`config.mk`:
```
export PLATFORM = sky130hd
export DESIGN_NAME = kpad_scan_param_flat
export DESIGN_NICKNAME = d
export VERILOG_FILES = /design/src/rtl/kpad_scan_param_if.sv /design/src/rtl/kpad_scan_param.sv /design/src/flat_wrapper.sv
export SDC_FILE = /design/constraint.sdc
export NUM_CORES = 1
export LEC_CHECK = 0
export CORE_UTILIZATION = 40
export DETAILED_ROUTE_END_ITERATION = 8
export SETUP_SLACK_MARGIN = 0.5
export SLEW_MARGIN = 20
export SYNTH_ARGS = -nofsm -noshare
export SYNTH_HDL_FRONTEND = slang
export SYNTH_SLANG_ARGS = --single-unit
export TNS_END_PERCENT = 5
```
`constraint.sdc`:
```
create_clock -name clk -period 1.6 [get_ports clk]
set_input_delay 0.32 -clock clk [delete_from_list [all_inputs] [get_ports clk]]
set_output_delay 0.32 -clock clk [all_outputs]
set_load 0.005 [all_outputs]
```
`src/rtl/kpad_scan_param_if.sv`:
```
// kpad_scan_param_if: keypad pin and key-event bundle between kpad_scan_param and its neighbours.
interface kpad_scan_param_if #(
  parameter int NROWS = 4,
  parameter int NCOLS = 4
);
  logic [NCOLS-1:0] col;
  logic [NROWS-1:0] row;
  logic key_valid;
  logic key_held;
  logic [$clog2(NROWS*NCOLS)-1:0] key_code;
  logic [$clog2(NROWS)-1:0] key_row;
  logic [$clog2(NCOLS)-1:0] key_col;
  modport master (input col, output row, key_valid, key_code, key_row, key_col, key_held);
  modport slave (output col, input row, key_valid, key_code, key_row, key_col, key_held);
endinterface

```
`src/rtl/kpad_scan_param.sv`:
```
// kpad_scan_param: NROWS x NCOLS keypad scanner with settle, debounce, rollover lockout and release debounce.
// Auto-repeat while a key is held is built only when KPAD_REPEAT_EN is defined.
module kpad_scan_param #(
  parameter int NROWS = 4,
  parameter int NCOLS = 4,
  parameter int SETTLE_CYC = 2,
  parameter int DEBOUNCE_CYC = 16,
  parameter int RELEASE_CYC = 16,
  parameter int REPEAT_DELAY = 500,
  parameter int REPEAT_RATE = 100
) (
  input logic clk,
  input logic reset,
  kpad_scan_param_if.master k
);
  localparam int RW = $clog2(NROWS);
  localparam int CW = $clog2(NCOLS);
  localparam int KW = $clog2(NROWS * NCOLS);
  localparam int SW = $clog2(SETTLE_CYC + 1);
  localparam int DW = $clog2(DEBOUNCE_CYC + 1);
  localparam int LW = $clog2(RELEASE_CYC + 1);
  typedef enum logic [1:0] {SCAN, DEBOUNCE, EMIT, HOLD} state_t;
  state_t state, state_n;
  logic [NCOLS-1:0] col_m, col_s, col_l;
  logic [RW-1:0] ridx, krow;
  logic [CW-1:0] cidx, cidx_n, kcol;
  logic [KW-1:0] kcode;
  logic [SW-1:0] scnt;
  logic [DW-1:0] dcnt;
  logic [LW-1:0] rcnt;
  logic sample, one_hot, match, held_bit, deb_done, rel_done, advance, rep_hit, kvalid, kheld;
  assign sample = state == SCAN && scnt == SW'(SETTLE_CYC - 1);
  assign one_hot = col_s != '0 && (col_s & (col_s - NCOLS'(1))) == '0;
  assign match = col_s == col_l;
  assign held_bit = col_s[cidx];
  assign deb_done = match && dcnt == DW'(DEBOUNCE_CYC - 1);
  assign rel_done = !held_bit && rcnt == LW'(RELEASE_CYC - 1);
  always_comb begin
    cidx_n = '0;
    for (int i = 0; i < NCOLS; i++) if (col_s[i]) cidx_n = CW'(i);
  end
  always_comb begin
    state_n = state;
    advance = 1'b0;
    case (state)
      SCAN: begin
        state_n = sample && one_hot ? DEBOUNCE : SCAN;
        advance = sample && !one_hot;
      end
      DEBOUNCE: begin
        state_n = !match ? SCAN : deb_done ? EMIT : DEBOUNCE;
        advance = !match;
      end
      EMIT: state_n = HOLD;
      default: begin
        state_n = rel_done ? SCAN : HOLD;
        advance = rel_done;
      end
    endcase
  end
`ifdef KPAD_REPEAT_EN
  localparam int PW = $clog2((REPEAT_DELAY > REPEAT_RATE ? REPEAT_DELAY : REPEAT_RATE) + 1);
  logic [PW-1:0] rpt;
  logic rep_on;
  // rpt starts at 1 in EMIT so the first repeat lands exactly REPEAT_DELAY cycles after the accept strobe
  assign rep_hit = state == HOLD && held_bit && rpt >= PW'((rep_on ? REPEAT_RATE : REPEAT_DELAY) - 1);
  always_ff @(posedge clk) begin
    if (!reset) begin
      rpt <= '0;
      rep_on <= 1'b0;
    end else begin
      rpt <= state == EMIT ? PW'(1) : state != HOLD || !held_bit || rep_hit ? '0 : rpt + 1'b1;
      rep_on <= state == HOLD && held_bit && (rep_on || rep_hit);
    end
  end
`else
  assign rep_hit = (REPEAT_DELAY | REPEAT_RATE) < 0;
`endif
  always_ff @(posedge clk) begin
    if (!reset) begin
      state <= SCAN;
      col_m <= '0;
      col_s <= '0;
      col_l <= '0;
      ridx <= '0;
      cidx <= '0;
      scnt <= '0;
      dcnt <= '0;
      rcnt <= '0;
      kvalid <= 1'b0;
      kheld <= 1'b0;
      kcode <= '0;
      krow <= '0;
      kcol <= '0;
    end else begin
      state <= state_n;
      col_m <= k.col;
      col_s <= col_m;
      if (advance) ridx <= ridx == RW'(NROWS - 1) ? '0 : ridx + 1'b1;
      if (sample && one_hot) begin
        col_l <= col_s;
        cidx <= cidx_n;
      end
      scnt <= state == SCAN && !sample ? scnt + 1'b1 : '0;
      dcnt <= state == DEBOUNCE && match ? dcnt + 1'b1 : '0;
      rcnt <= state == HOLD && !held_bit && !rel_done ? rcnt + 1'b1 : '0;
      kvalid <= state_n == EMIT || rep_hit;
      kheld <= state_n == EMIT || state_n == HOLD;
      if (state_n == EMIT) begin
        kcode <= KW'(ridx) * KW'(NCOLS) + KW'(cidx);
        krow <= ridx;
        kcol <= cidx;
      end
    end
  end
  assign k.row = NROWS'(1) << ridx;
  assign k.key_valid = kvalid;
  assign k.key_held = kheld;
  assign k.key_code = kcode;
  assign k.key_row = krow;
  assign k.key_col = kcol;
endmodule

```
`src/flat_wrapper.sv`:
```
// flat-port wrapper written by rule: the top's interface ports become plain ports
module kpad_scan_param_flat 
#(
  parameter int NROWS = 4,
  parameter int NCOLS = 4,
  parameter int SETTLE_CYC = 2,
  parameter int DEBOUNCE_CYC = 16,
  parameter int RELEASE_CYC = 16,
  parameter int REPEAT_DELAY = 500,
  parameter int REPEAT_RATE = 100
)
  (clk, reset, k_col, k_row, k_key_valid, k_key_code, k_key_row, k_key_col, k_key_held);
  kpad_scan_param_if #(.NROWS(NROWS), .NCOLS(NCOLS)) k_i ();
  input logic clk;
  input logic reset;
  input wire logic [$bits(k_i.col)-1:0] k_col;
  output wire logic [$bits(k_i.row)-1:0] k_row;
  output wire logic [$bits(k_i.key_valid)-1:0] k_key_valid;
  output wire logic [$bits(k_i.key_code)-1:0] k_key_code;
  output wire logic [$bits(k_i.key_row)-1:0] k_key_row;
  output wire logic [$bits(k_i.key_col)-1:0] k_key_col;
  output wire logic [$bits(k_i.key_held)-1:0] k_key_held;
  assign k_i.col = k_col;
  assign k_row = k_i.row;
  assign k_key_valid = k_i.key_valid;
  assign k_key_code = k_i.key_code;
  assign k_key_row = k_i.key_row;
  assign k_key_col = k_i.key_col;
  assign k_key_held = k_i.key_held;
  kpad_scan_param #(.NROWS(NROWS), .NCOLS(NCOLS), .SETTLE_CYC(SETTLE_CYC), .DEBOUNCE_CYC(DEBOUNCE_CYC), .RELEASE_CYC(RELEASE_CYC), .REPEAT_DELAY(REPEAT_DELAY), .REPEAT_RATE(REPEAT_RATE)) u_core (.clk(clk), .reset(reset), .k(k_i));
endmodule
```
==> impl_results.md <==
* Root Driver: clkbuf_8
* Ant. Diodes at 0
* Placed Area at 1890 sq um
* Crit Path Class: flop to flop
* Post-synth EDFFs at 0
* Final WL at 2870 um
* Synth Area per Inst at 10.2 sq um
* Crit-path most repeated cell: ha_4
* Cell taking the most area after synthesis: dfxtp_1
* Seq/Total Area, Yosys at 45.2%
* Peak VDD IR at 0.000442 V
* Gate count of the mapped netlist at 157
* DRC viols at 0
* Main area contributors after synthesis: dfxtp_1, ha_1, mux2i_1, nor2b_1, nor2_1
* Clock power share at 32.6%
* Netlist cell types at 37
* Share of the synthesized area in the top cell type at 45.2%
* CTS Buf Count at 5
* Total grt overflow at 0
* Worst setup margin at -0.0120 ns
* First-pass GRT wire length at roughly 5000 um
* # fillers at 307
* Max_cap viols at 0
* Area grow syn2layout at 42.9%
* Final setup TNS at -0.0120 ns
* Switching power total at 0.000504 W
* CTS tree: yes
* Post-synthesis async set-or-reset flop share at 0%
* Reg2reg start: u_core.rcnt[1]$_SDFF_PN0_
* Worst EP arrival at roughly 1.8 ns
* WL met1 at 1170 um
* I/O Pins at 20
* Antenna Nets Post-Route at 0
* Port Buf Inserts at 19
* Crit end category: flop
* CP peak stage delay at 0.34 ns
* Die Height at 65.2 um
* Critical path data required time at 1.81 ns
* YS warnings at 0
* Routed length per instance at 12.1 um
* DPL Wire Length at 1870 um
* Worst setup SP type: flop
* Vias at 1,155
* DR vias/cell at 4.85
* DRT Pass-1 Iters at 4
* Final net count at 204
* Worst-Margin Slew at 0.376 ns
* Pin count of the biggest net entering global routing at 29
* CTS sink count at 36
* Initial drt markers at 41
* Initial antenna violation count at 0
* Tcrit/Tclk final at 101%
* Final Slew Violations at 0
* Top layer in use: met4
* Fin crit period at approximately 1.6 ns
* Crit path from: u_core.rcnt[1]$_SDFF_PN0_
* Chip Width at between 60 and 70 um
* Core Box Area at approximately 3700 sq um
* Clock-pin slew on the worst setup and hold paths at 0.07 ns
* Hold crit path type: flop to flop
* Initial Util at between 40 and 50%
* Final Hold Viols at 0
* Sequential share of power at about half
* Rows at 22
* Final Cell Area at 2280 sq um
* Reg-to-Reg End: u_core.ridx[1]$_SDFFE_PN0P_
* Slowest cell on crit path: dfxtp_2
* Top achievable clock speed at 620 MHz
* Cts hold-fix bufs at 0
* Crit Path Max Fanout at 3
* H-tree levels at 2
* Setup Skew at ~0.0057 ns
* GPL Wtd Cong at ~0.77
* Post-synth net total at about 170
* Primary FF master, synth: dfxtp_1
* Vias in the first global route at between 1,000 and 1,500
* Cell family with most CP delay: compound AO/OA/AOI/OAI gates
* Met2 wire length at 1530 um
* Sw Ratio at between 20% and 30%
* Critical path cell sequence: ha_4 -> and3_4 -> ha_4 -> nand2_4 -> o221ai_2 -> o211ai_1 -> a21boi_4 -> mux2i_1
* FF-to-FF path depth at 8
* Leakage at 0.881 nW
* CP Capture Point: u_core.ridx[1]$_SDFFE_PN0P_
* DIE AREA at 4240 sq um
* Flop2flop setup slack at -0.01 ns
* P_int at 0.00149 W
* Max Buffers Root-to-Sink at 2
* # setup viols final at 1
* CP Buf/Inv Count at 0
* Fraction of layout cells with a size suffix above 1 at 47.4%
* Pwr/cell area at 875 nW/um^2
* Violated checks: setup timing
* Slew margin rel. at 74.9%
* Synth Register Bits at 36
* Crit. path cell count at 8
* WL met3 at 123 um
* Global Route Usage Sum at between 15 and 20%
* Status: complete, but fails checks
* RSZ-0062 raised after global routing: yes
* Mapped Area at between 1500 and 2000 sq um
* Comb power frac at 18.1%
* Worst skew pair latency at 0.28 ns
[Yosys cell counts, types with 2 or more instances]
library cell,instances
inv_1,9
o311a_1,2
xor2_1,2
ha_1,9
nand2b_1,2
xnor2_1,6
dfxtp_1,36
mux2_2,2
nand3_1,4
and2_1,9
clkbuf_1,5
buf_4,4
nor2b_1,10
nand2_1,8
nor2_1,16
mux2i_1,11
and3_1,2
[power groups by stage]
| stage | sequential, W | clock (W) | combinational (W) |
|---|---|---|---|
| 3_3_place_gp | 0.000986 | 0 | 0.000237 |
| 3_5_place_dp | 0.000989 | 0 | 0.000245 |
| 6_report | 0.000982 | 0.000651 | 0.000361 |
| 5_1_grt | 0.000987 | 0.000723 | 0.000397 |
| 4_1_cts | 0.000974 | 0.000669 | 0.000343 |
| 2_1_floorplan | 0.000976 | 0 | 0.000167 |
[sequential cells by signal, summed over array words and instances, names as in the netlist, 4 cells and up]
name	count
u_core.col_l	4
u_core.k.key_code	4
u_core.col_m	4
u_core.dcnt	5
u_core.col_s	4
u_core.rcnt	5
[final cells by class]
| cell class | count | area (sq um) | share of cell area (%) |
|---|---|---|---|
| well taps | 48 | 60.1 | 2.63 |
| multi-input cells | 102 | 1040 | 45.8 |
| flip-flops and latches | 36 | 753 | 33.0 |
| inverters | 9 | 41.3 | 1.81 |
| repair buffers | 35 | 289 | 12.7 |
| clock inverters | 2 | 10.0 | 0.439 |
| clock buffers | 6 | 82.6 | 3.62 |
[per-layer routing]
| layer | track usage [%] | up-vias |
|---|---|---|
| met2 | 29.9 | 25 |
| met3 | 5.73 | 4 |
| met5 | 0 | - |
| met4 | 5.71 | 0 |
| li1 | - | 574 |
| met1 | 15.4 | 552 |
[how the worst min path moves through the flow]
stage,startpoint,endpoint,slack [ns],cells after the start
CTS,u_core.scnt[0]$_SDFF_PN0_,u_core.scnt[0]$_SDFF_PN0_,0.42,1
detailed placement,u_core.rcnt[0]$_SDFF_PN0_,u_core.rcnt[0]$_SDFF_PN0_,0.41,1
global route,u_core.col_m[1]$_SDFF_PN0_,u_core.col_s[1]$_SDFF_PN0_,0.45,1
finish,u_core.scnt[0]$_SDFF_PN0_,u_core.scnt[0]$_SDFF_PN0_,0.42,1
global placement,u_core.rcnt[0]$_SDFF_PN0_,u_core.rcnt[0]$_SDFF_PN0_,0.40,1
floorplan,u_core.rcnt[0]$_SDFF_PN0_,u_core.rcnt[0]$_SDFF_PN0_,0.40,1
[metrics by stage]
stage | instances | hold slack [ns] | total power [W] | util [%] | setup WS, ns
floorplan | 157 | 0.395 | 0.00114 | - | 0.0508
global placement | 224 | 0.400 | 0.00122 | 50.6 | 0.0128
detailed placement | 224 | 0.412 | 0.00123 | 50.6 | -0.0376
CTS | 238 | 0.424 | 0.00199 | 59.0 | -0.0314
global route | 238 | 0.447 | 0.00211 | 60.9 | -0.101
finish | 238 | 0.415 | 0.00199 | 60.9 | -0.0120
[kinds of logic after synthesis]
| family | count (synthesis) | synth area share (%) |
|---|---|---|
| AOI/OAI and AO/OA | 12 | 6.90 |
| xor gates and xnor gates | 9 | 5.41 |
| buffers and inverters | 19 | 5.88 |
| and+or+nand+nor | 58 | 20.4 |
| muxes | 14 | 9.18 |
| adders and majority gates | 9 | 7.06 |
| DFF | 36 | 45.2 |
[timing repair]
item,CTS,global route
setup buffers,6,0
resized for setup,112,10
endpoints found under the hold margin,0,0
endpoints found under the setup margin,42,32
pin swaps,16,23
[cells in the final DEF (no fill, tap or decap), types with 2 or more instances in the layout]
cell type	count
o311a_1	2
nor3b_2	2
nor2_1	15
inv_1	7
nor2b_1	10
xnor2_4	4
ha_4	8
dfxtp_1	20
buf_4	12
clkbuf_8	6
clkdlybuf4s50_1	5
and2_1	8
xor2_1	2
nand2_1	6
and3_4	2
clkinv_2	2
buf_2	10
nand3_1	3
dfxtp_4	5
buf_6	7
mux2i_1	11
xnor2_1	2
dfxtp_2	11
(Power assumes the default switching activity.)
